==> src/rtl/kiwi_tma_perf_counter.sv <==
// kiwi_tma_perf_counter: top-down microarchitecture analysis counters.
// Accumulates saturating raw slot counts from decode/retire/stall/flush
// strobes and produces a frozen snapshot of derived metrics through a
// snap_req / snap_vld / snap_ack handshake.
// Optional feature macro: KIWI_TMA_HALT_DETECT_EN (halt-instruction detect
// that freezes the raw counters once the halt encoding is decoded).
module kiwi_tma_perf_counter #(
  parameter int          DECODE_W      = 2,
  parameter int          RETIRE_W      = 2,
  parameter int          CNT_W         = 64,
  parameter int          FLUSH_PENALTY = 8,
  parameter logic [31:0] HALT_INST     = 32'h0000_006b
) (
  input  logic                  clk,
  input  logic                  rst_n,
  input  logic                  cnt_en,
  input  logic                  clear,
  input  logic [DECODE_W-1:0]   decode_vld,
  input  logic [32*DECODE_W-1:0] decode_inst,
  input  logic                  backend_stall,
  input  logic                  flush_pipe,
  input  logic [RETIRE_W-1:0]   retire_vld,
  input  logic                  snap_req,
  input  logic                  snap_ack,
  output logic                  snap_vld,
  output logic [CNT_W-1:0]      m_total,
  output logic [CNT_W-1:0]      m_retire,
  output logic [CNT_W-1:0]      m_bad_spec,
  output logic [CNT_W-1:0]      m_flush_rec,
  output logic [CNT_W-1:0]      m_frontend,
  output logic [CNT_W-1:0]      m_backend,
  output logic                  halted
);

  localparam int DPC_W = $clog2(DECODE_W + 1);
  localparam int RPC_W = $clog2(RETIRE_W + 1);
  localparam logic [DPC_W-1:0] DEC_FULL = DPC_W'(DECODE_W);

  typedef enum logic [1:0] {
    S_IDLE  = 2'd0,
    S_CALC  = 2'd1,
    S_VALID = 2'd2
  } state_t;

  function automatic logic [DPC_W-1:0] pop_dec(input logic [DECODE_W-1:0] v);
    logic [DPC_W-1:0] c;
    c = '0;
    for (int i = 0; i < DECODE_W; i++) c = c + DPC_W'(v[i]);
    return c;
  endfunction

  function automatic logic [RPC_W-1:0] pop_ret(input logic [RETIRE_W-1:0] v);
    logic [RPC_W-1:0] c;
    c = '0;
    for (int i = 0; i < RETIRE_W; i++) c = c + RPC_W'(v[i]);
    return c;
  endfunction

  function automatic logic [CNT_W-1:0] sat_add(input logic [CNT_W-1:0] a,
                                               input logic [CNT_W-1:0] b);
    logic [CNT_W:0] s;
    s = {1'b0, a} + {1'b0, b};
    return s[CNT_W] ? '1 : s[CNT_W-1:0];
  endfunction

  function automatic logic [CNT_W-1:0] sat_mul_penalty(input logic [CNT_W-1:0] a);
    logic [CNT_W+31:0] p;
    p = {32'd0, a} * (CNT_W+32)'(FLUSH_PENALTY);
    return (|p[CNT_W+31:CNT_W]) ? '1 : p[CNT_W-1:0];
  endfunction

  function automatic logic [CNT_W-1:0] floor_sub(input logic [CNT_W-1:0] a,
                                                 input logic [CNT_W-1:0] b);
    return (a >= b) ? (a - b) : '0;
  endfunction

  logic [CNT_W-1:0] total_cnt, instr_cnt, retire_cnt;
  logic [CNT_W-1:0] bubble_cnt, backend_cnt, flush_cnt;
  logic [CNT_W-1:0] total_p0, instr_p0, retire_p0;
  logic [CNT_W-1:0] bubble_p0, backend_p0, flush_p0;
  logic [CNT_W-1:0] flush_rec_calc;
  logic [DPC_W-1:0] dec_slots;
  logic [RPC_W-1:0] ret_slots;
  logic             update;
  state_t           state;

  assign dec_slots      = pop_dec(decode_vld);
  assign ret_slots      = pop_ret(retire_vld);
  assign update         = cnt_en && !halted;
  assign flush_rec_calc = sat_mul_penalty(flush_p0);

`ifdef KIWI_TMA_HALT_DETECT_EN
  logic halt_hit;

  // Any valid decode slot carrying the halt encoding.
  always_comb begin
    halt_hit = 1'b0;
    for (int i = 0; i < DECODE_W; i++)
      if (decode_vld[i] && (decode_inst[32*i +: 32] == HALT_INST)) halt_hit = 1'b1;
  end

  // Sticky halt flag; only reset releases it.
  always_ff @(posedge clk) begin
    if (!rst_n)        halted <= 1'b0;
    else if (halt_hit) halted <= 1'b1;
  end
`else
  logic unused_decode_inst;
  assign unused_decode_inst = ^decode_inst;
  assign halted = 1'b0;
`endif

  // Raw saturating slot counters; clear wins over the increment.
  always_ff @(posedge clk) begin
    if (!rst_n || clear) begin
      total_cnt   <= '0;
      instr_cnt   <= '0;
      retire_cnt  <= '0;
      bubble_cnt  <= '0;
      backend_cnt <= '0;
      flush_cnt   <= '0;
    end else if (update) begin
      total_cnt  <= sat_add(total_cnt, CNT_W'(DEC_FULL));
      instr_cnt  <= sat_add(instr_cnt, CNT_W'(dec_slots));
      retire_cnt <= sat_add(retire_cnt, CNT_W'(ret_slots));
      if (backend_stall) backend_cnt <= sat_add(backend_cnt, CNT_W'(dec_slots));
      else               bubble_cnt  <= sat_add(bubble_cnt, CNT_W'(DEC_FULL - dec_slots));
      flush_cnt <= sat_add(flush_cnt, CNT_W'(flush_pipe));
    end
  end

  // Snapshot FSM: capture shadows (p0), derive metrics in CALC, hold until ack.
  always_ff @(posedge clk) begin
    if (!rst_n) begin
      state       <= S_IDLE;
      snap_vld    <= 1'b0;
      total_p0    <= '0;
      instr_p0    <= '0;
      retire_p0   <= '0;
      bubble_p0   <= '0;
      backend_p0  <= '0;
      flush_p0    <= '0;
      m_total     <= '0;
      m_retire    <= '0;
      m_bad_spec  <= '0;
      m_flush_rec <= '0;
      m_frontend  <= '0;
      m_backend   <= '0;
    end else begin
      case (state)
        S_IDLE: begin
          if (snap_req) begin
            total_p0   <= total_cnt;
            instr_p0   <= instr_cnt;
            retire_p0  <= retire_cnt;
            bubble_p0  <= bubble_cnt;
            backend_p0 <= backend_cnt;
            flush_p0   <= flush_cnt;
            state      <= S_CALC;
          end
        end
        S_CALC: begin
          m_total     <= total_p0;
          m_retire    <= retire_p0;
          m_backend   <= backend_p0;
          m_flush_rec <= flush_rec_calc;
          m_frontend  <= floor_sub(bubble_p0, flush_rec_calc);
          m_bad_spec  <= floor_sub(instr_p0, retire_p0);
          snap_vld    <= 1'b1;
          state       <= S_VALID;
        end
        S_VALID: begin
          if (snap_ack) begin
            snap_vld <= 1'b0;
            state    <= S_IDLE;
          end
        end
        default: begin
          snap_vld <= 1'b0;
          state    <= S_IDLE;
        end
      endcase
    end
  end

endmodule

==> config.mk <==
export PLATFORM = sky130hd
export DESIGN_NAME = kiwi_tma_perf_counter
export DESIGN_NICKNAME = d
export VERILOG_FILES = /design/src/rtl/kiwi_tma_perf_counter.sv
export SDC_FILE = /design/constraint.sdc
export NUM_CORES = 2
export LEC_CHECK = 0
export CAP_MARGIN = 20
export CORE_MARGIN = 10
export CORE_UTILIZATION = 26
export CTS_CLUSTER_DIAMETER = 120
export DETAILED_ROUTE_END_ITERATION = 10
export GPL_TIMING_DRIVEN = 0
export MAX_ROUTING_LAYER = met4
export SLEW_MARGIN = 5
export SYNTH_ARGS = -nofsm -noshare
export SYNTH_HDL_FRONTEND = slang
export SYNTH_SLANG_ARGS = --single-unit
==> constraint.sdc <==
create_clock -name clk -period 10.9 [get_ports clk]
set_input_delay 2.18 -clock clk [delete_from_list [all_inputs] [get_ports clk]]
set_output_delay 2.18 -clock clk [all_outputs]
set_load 0.02 [all_outputs]
==> impl_metrics.env <==
export IMPL_grt_busiest_layer="met2"
export IMPL_r2r_start="flush_p0[62]$_SDFFE_PN0P_"
export IMPL_combPwrFrac_pct=10.6
export IMPL_hp_start="m_frontend[61]$_SDFFE_PN0P_"
export IMPL_synth_area_mux_share_pct=0.3392
export IMPL_synthArstFlopShare_pct=0
export IMPL_grtUsageTotal_pct=18.80
export IMPL_cts_htree_levels=4
export IMPL_firstDrtPassIters=6
export IMPL_num_vias=55230
export IMPL_hold_path_cell_count=2
export IMPL_end_kind="register"
export IMPL_grt_max_degree=20
export IMPL_die_area_um2=245000
export IMPL_drc=0
export IMPL_via_per_inst=5.005
export IMPL_slowest_delay_ps=910
export IMPL_synth_commonest_cells="nand2_1 (1,642), dfxtp_1 (1,153), a21boi_0 (626), a21oi_1 (605), clkbuf_1 (443)"
export IMPL_clock_path_buffers=3
export IMPL_status="complete, no violations"
export IMPL_coreArea_um2=224700
export IMPL_initial_core_util_pct=26.11
export IMPL_cts_repair_resized=0
export IMPL_hpwlAfterDp_um=184500
export IMPL_hold_viol_final=0
export IMPL_synth_warnings=0
export IMPL_final_antenna_net_count=0
export IMPL_intPower_mw=7.520
export IMPL_swShare_pct=27.37
export IMPL_synth_area_top_cells="dfxtp_1 (39%), nand2_1 (11%), a21boi_0 (8.0%)"
export IMPL_finalSetupViolCount=0
export IMPL_drive_gt1_share_pct=4.704
export IMPL_use_met2_pct=30.41
export IMPL_cts_setup_buffers=0
export IMPL_syn_nets=7584
export IMPL_peakVddDrop_v=0.0001583
export IMPL_fp_dieH_um=495.0
export IMPL_grt_util_met1_pct=22.80
export IMPL_worstPathArrival_ps=11350
export IMPL_cts_made_buffers=139
export IMPL_grt_overflow_total=0
export IMPL_clock_sinks=1153
export IMPL_power_mw=10.35
export IMPL_clkTransAtPathRegs_ps=60
export IMPL_fin_crit_ps=10660
export IMPL_path_delay_family="buffers and inverters"
export IMPL_syn_area_per_cell_um2=7.952
export IMPL_synth_fa_ha_area_share_pct=3.259
export IMPL_rsz0062_at_grt="false"
export IMPL_io_pins=462
export IMPL_synth_compound_area_share_pct=23.57
export IMPL_yosysTopAreaCell="dfxtp_1"
export IMPL_num_rows=174
export IMPL_routed_wl_um=234800
export IMPL_hold_path_class="register to register"
export IMPL_drtIter0Drc=4047
export IMPL_cts_tree="done"
export IMPL_p_switching_mw=2.833
export IMPL_die_w_um=495.0
export IMPL_dpl_instance_area_um2=66580
export IMPL_cp_buffers_inverters=11
export IMPL_tightest_slew_ps=1250
export IMPL_slew_violations=0
export IMPL_synth_top_family_by_area="compound AO/OA/AOI/OAI gates"
export IMPL_syn_to_final_growth_pct=21.88
export IMPL_cp_common_cell="buf_2"
export IMPL_antenna_found_initial=16
export IMPL_met3_usage_pct=2.626
export IMPL_ys_types=110
export IMPL_finalInstanceArea_um2=71490
export IMPL_fin_setup_tns_ps=0
export IMPL_critPathMaxFanout=11
export IMPL_wl_per_cell_um=21.28
export IMPL_setup_slack_ps=243.9
export IMPL_slew_headroom_pct=16.66
export IMPL_ys_flop_type="dfxtp_1"
export IMPL_r2r_end="m_frontend[11]$_SDFFE_PN0P_"
export IMPL_grt_pass1_wl_um=344400
export IMPL_clkPwrFrac_pct=47.8
export IMPL_skew_ps=55.97
export IMPL_hold_path_end="m_frontend[61]$_SDFFE_PN0P_"
export IMPL_syn_area_um2=58660
export IMPL_max_freq_ghz=0.09384
export IMPL_port_buffers=396
export IMPL_synthXorXnorAreaFrac_pct=7.449
export IMPL_synth_edf_count=0
export IMPL_gp_congestion=0.9457
export IMPL_crit_cells=26
export IMPL_worstRegToRegCells=26
export IMPL_ys_seq_area_share_pct=39.35
export IMPL_p_leak_nw=24.84
export IMPL_synthSimpleGateAreaFrac_pct=21.44
export IMPL_slowest_stage="o21ai_0"
export IMPL_power_density_nw_per_um2=144.8
export IMPL_fin_util_pct=31.82
export IMPL_synthDominantCellAreaShare_pct=39.35
export IMPL_required_ps=11600
export IMPL_syn_inst=7376
export IMPL_clk_latency_ps=830
export IMPL_grt_pass1_vias=54090
export IMPL_ys_ff_latch=1153
export IMPL_startpoint_type="register"
export IMPL_ff2ff_setup_slack_ps=240
export IMPL_finalCritPeriodShare_pct=97.76
export IMPL_critPathKind="register to register"
export IMPL_synth_most_common_cell="nand2_1"
export IMPL_hold_buffers=0
export IMPL_maxCapViolCount=0
export IMPL_place_ws_ps=207.9
export IMPL_p_seq_share_pct=41.5
export IMPL_nNetsFinal=8134
export IMPL_root_buffer="clkbuf_16"
placed cells by master (no fill, tap or decap), types with 21 or more instances in the layout:
| cell | synthesis | final |
|---|---|---|
| and3_1 | 82 | 82 |
| inv_1 | 157 | 157 |
| clkbuf_8 | 0 | 21 |
| a211o_1 | 49 | 49 |
| nor4_1 | 29 | 28 |
| ha_1 | 128 | 128 |
| buf_2 | 30 | 31 |
| o211a_1 | 69 | 69 |
| nor2b_1 | 97 | 97 |
| o21ai_0 | 231 | 231 |
| xnor2_1 | 255 | 255 |
| a21boi_0 | 626 | 626 |
| a21o_1 | 84 | 84 |
| nor3_1 | 76 | 76 |
| clkbuf_1 | 443 | 460 |
| clkbuf_16 | 0 | 140 |
| and2_1 | 42 | 42 |
| or3_1 | 34 | 34 |
| a21oi_1 | 605 | 605 |
| nand3_1 | 199 | 199 |
| clkdlybuf4s50_1 | 0 | 396 |
| o21a_1 | 29 | 29 |
| nand2_1 | 1642 | 1642 |
| dfxtp_1 | 1153 | 1153 |
| buf_1 | 26 | 26 |
| maj3_1 | 23 | 23 |
| nand4_1 | 99 | 99 |
| nand2b_1 | 50 | 50 |
| a31oi_1 | 39 | 39 |
| o21ai_1 | 27 | 27 |
| nor2_1 | 330 | 330 |
| xor2_1 | 242 | 242 |
| o21bai_1 | 35 | 35 |
| and4_1 | 36 | 36 |
| a22oi_1 | 46 | 46 |
kinds of logic after synthesis:
kind of cell	Yosys count
compound gates	2064
other cells	1
xor+xnor	498
fa+ha+maj	155
buf+inv	680
mux	19
flops	1153
simple gates	2806
final cells by class:
cell class                 count  area (um^2)
fill                       23780       153200
clock inverter                59        977.2
sequential                  1153        23080
tap                         2992         3744
clock buffer                 191         3905
buffer                       520         2107
inverter                     160        600.6
timing repair buffer         409         4168
antenna                        7        17.52
multi-input combinational   5543        32890
power groups by stage:
stage          combinational (mW)  sequential [mW]  clock [mW]
6_report                     1.10             4.30        4.95
5_1_grt                      1.17             4.30        5.21
4_1_cts                      1.10             4.30        5.04
3_5_place_dp                 1.09             4.39           0
3_3_place_gp                 1.08             4.39           0
2_1_floorplan               0.595             4.42           0
worst max path at each step:
stage                                    from                          end  slack, ps
finish              flush_p0[62]$_SDFFE_PN0P_  m_frontend[11]$_SDFFE_PN0P_        240
floorplan                       decode_vld[0]  bubble_cnt[52]$_SDFFE_PP0P_       4070
CTS                 flush_p0[62]$_SDFFE_PN0P_  m_frontend[11]$_SDFFE_PN0P_        600
global placement                decode_vld[0]  bubble_cnt[52]$_SDFFE_PP0P_        150
detailed placement              decode_vld[1]  bubble_cnt[52]$_SDFFE_PP0P_        210
global route        flush_p0[62]$_SDFFE_PN0P_  m_frontend[11]$_SDFFE_PN0P_        260
metal layers:
layer,wire [um],vias up
li1,-,26540
met4,13830,0
met2,108600,1647
met1,99750,26610
met3,12660,432
met5,0,-
worst reg2reg max path: cells and delay by family (launching register included):
| kind | cells | cell delay (ps) |
|---|---|---|
| adder cells (fa/ha/maj) | 1 | 440 |
| buffers and inverters | 11 | 4890 |
| AO/OA/AOI/OAI | 9 | 3750 |
| AND/OR/NAND/NOR | 5 | 1170 |
| flip-flops | 1 | 310 |
metrics by stage:
stage	instances	hold WS [ps]
CTS	11030	433.5
global route	11030	473.4
detailed placement	10780	442.7
global placement	10760	438.1
floorplan	7376	440.6
finish	11030	445.1
(Power assumes the default switching activity.)
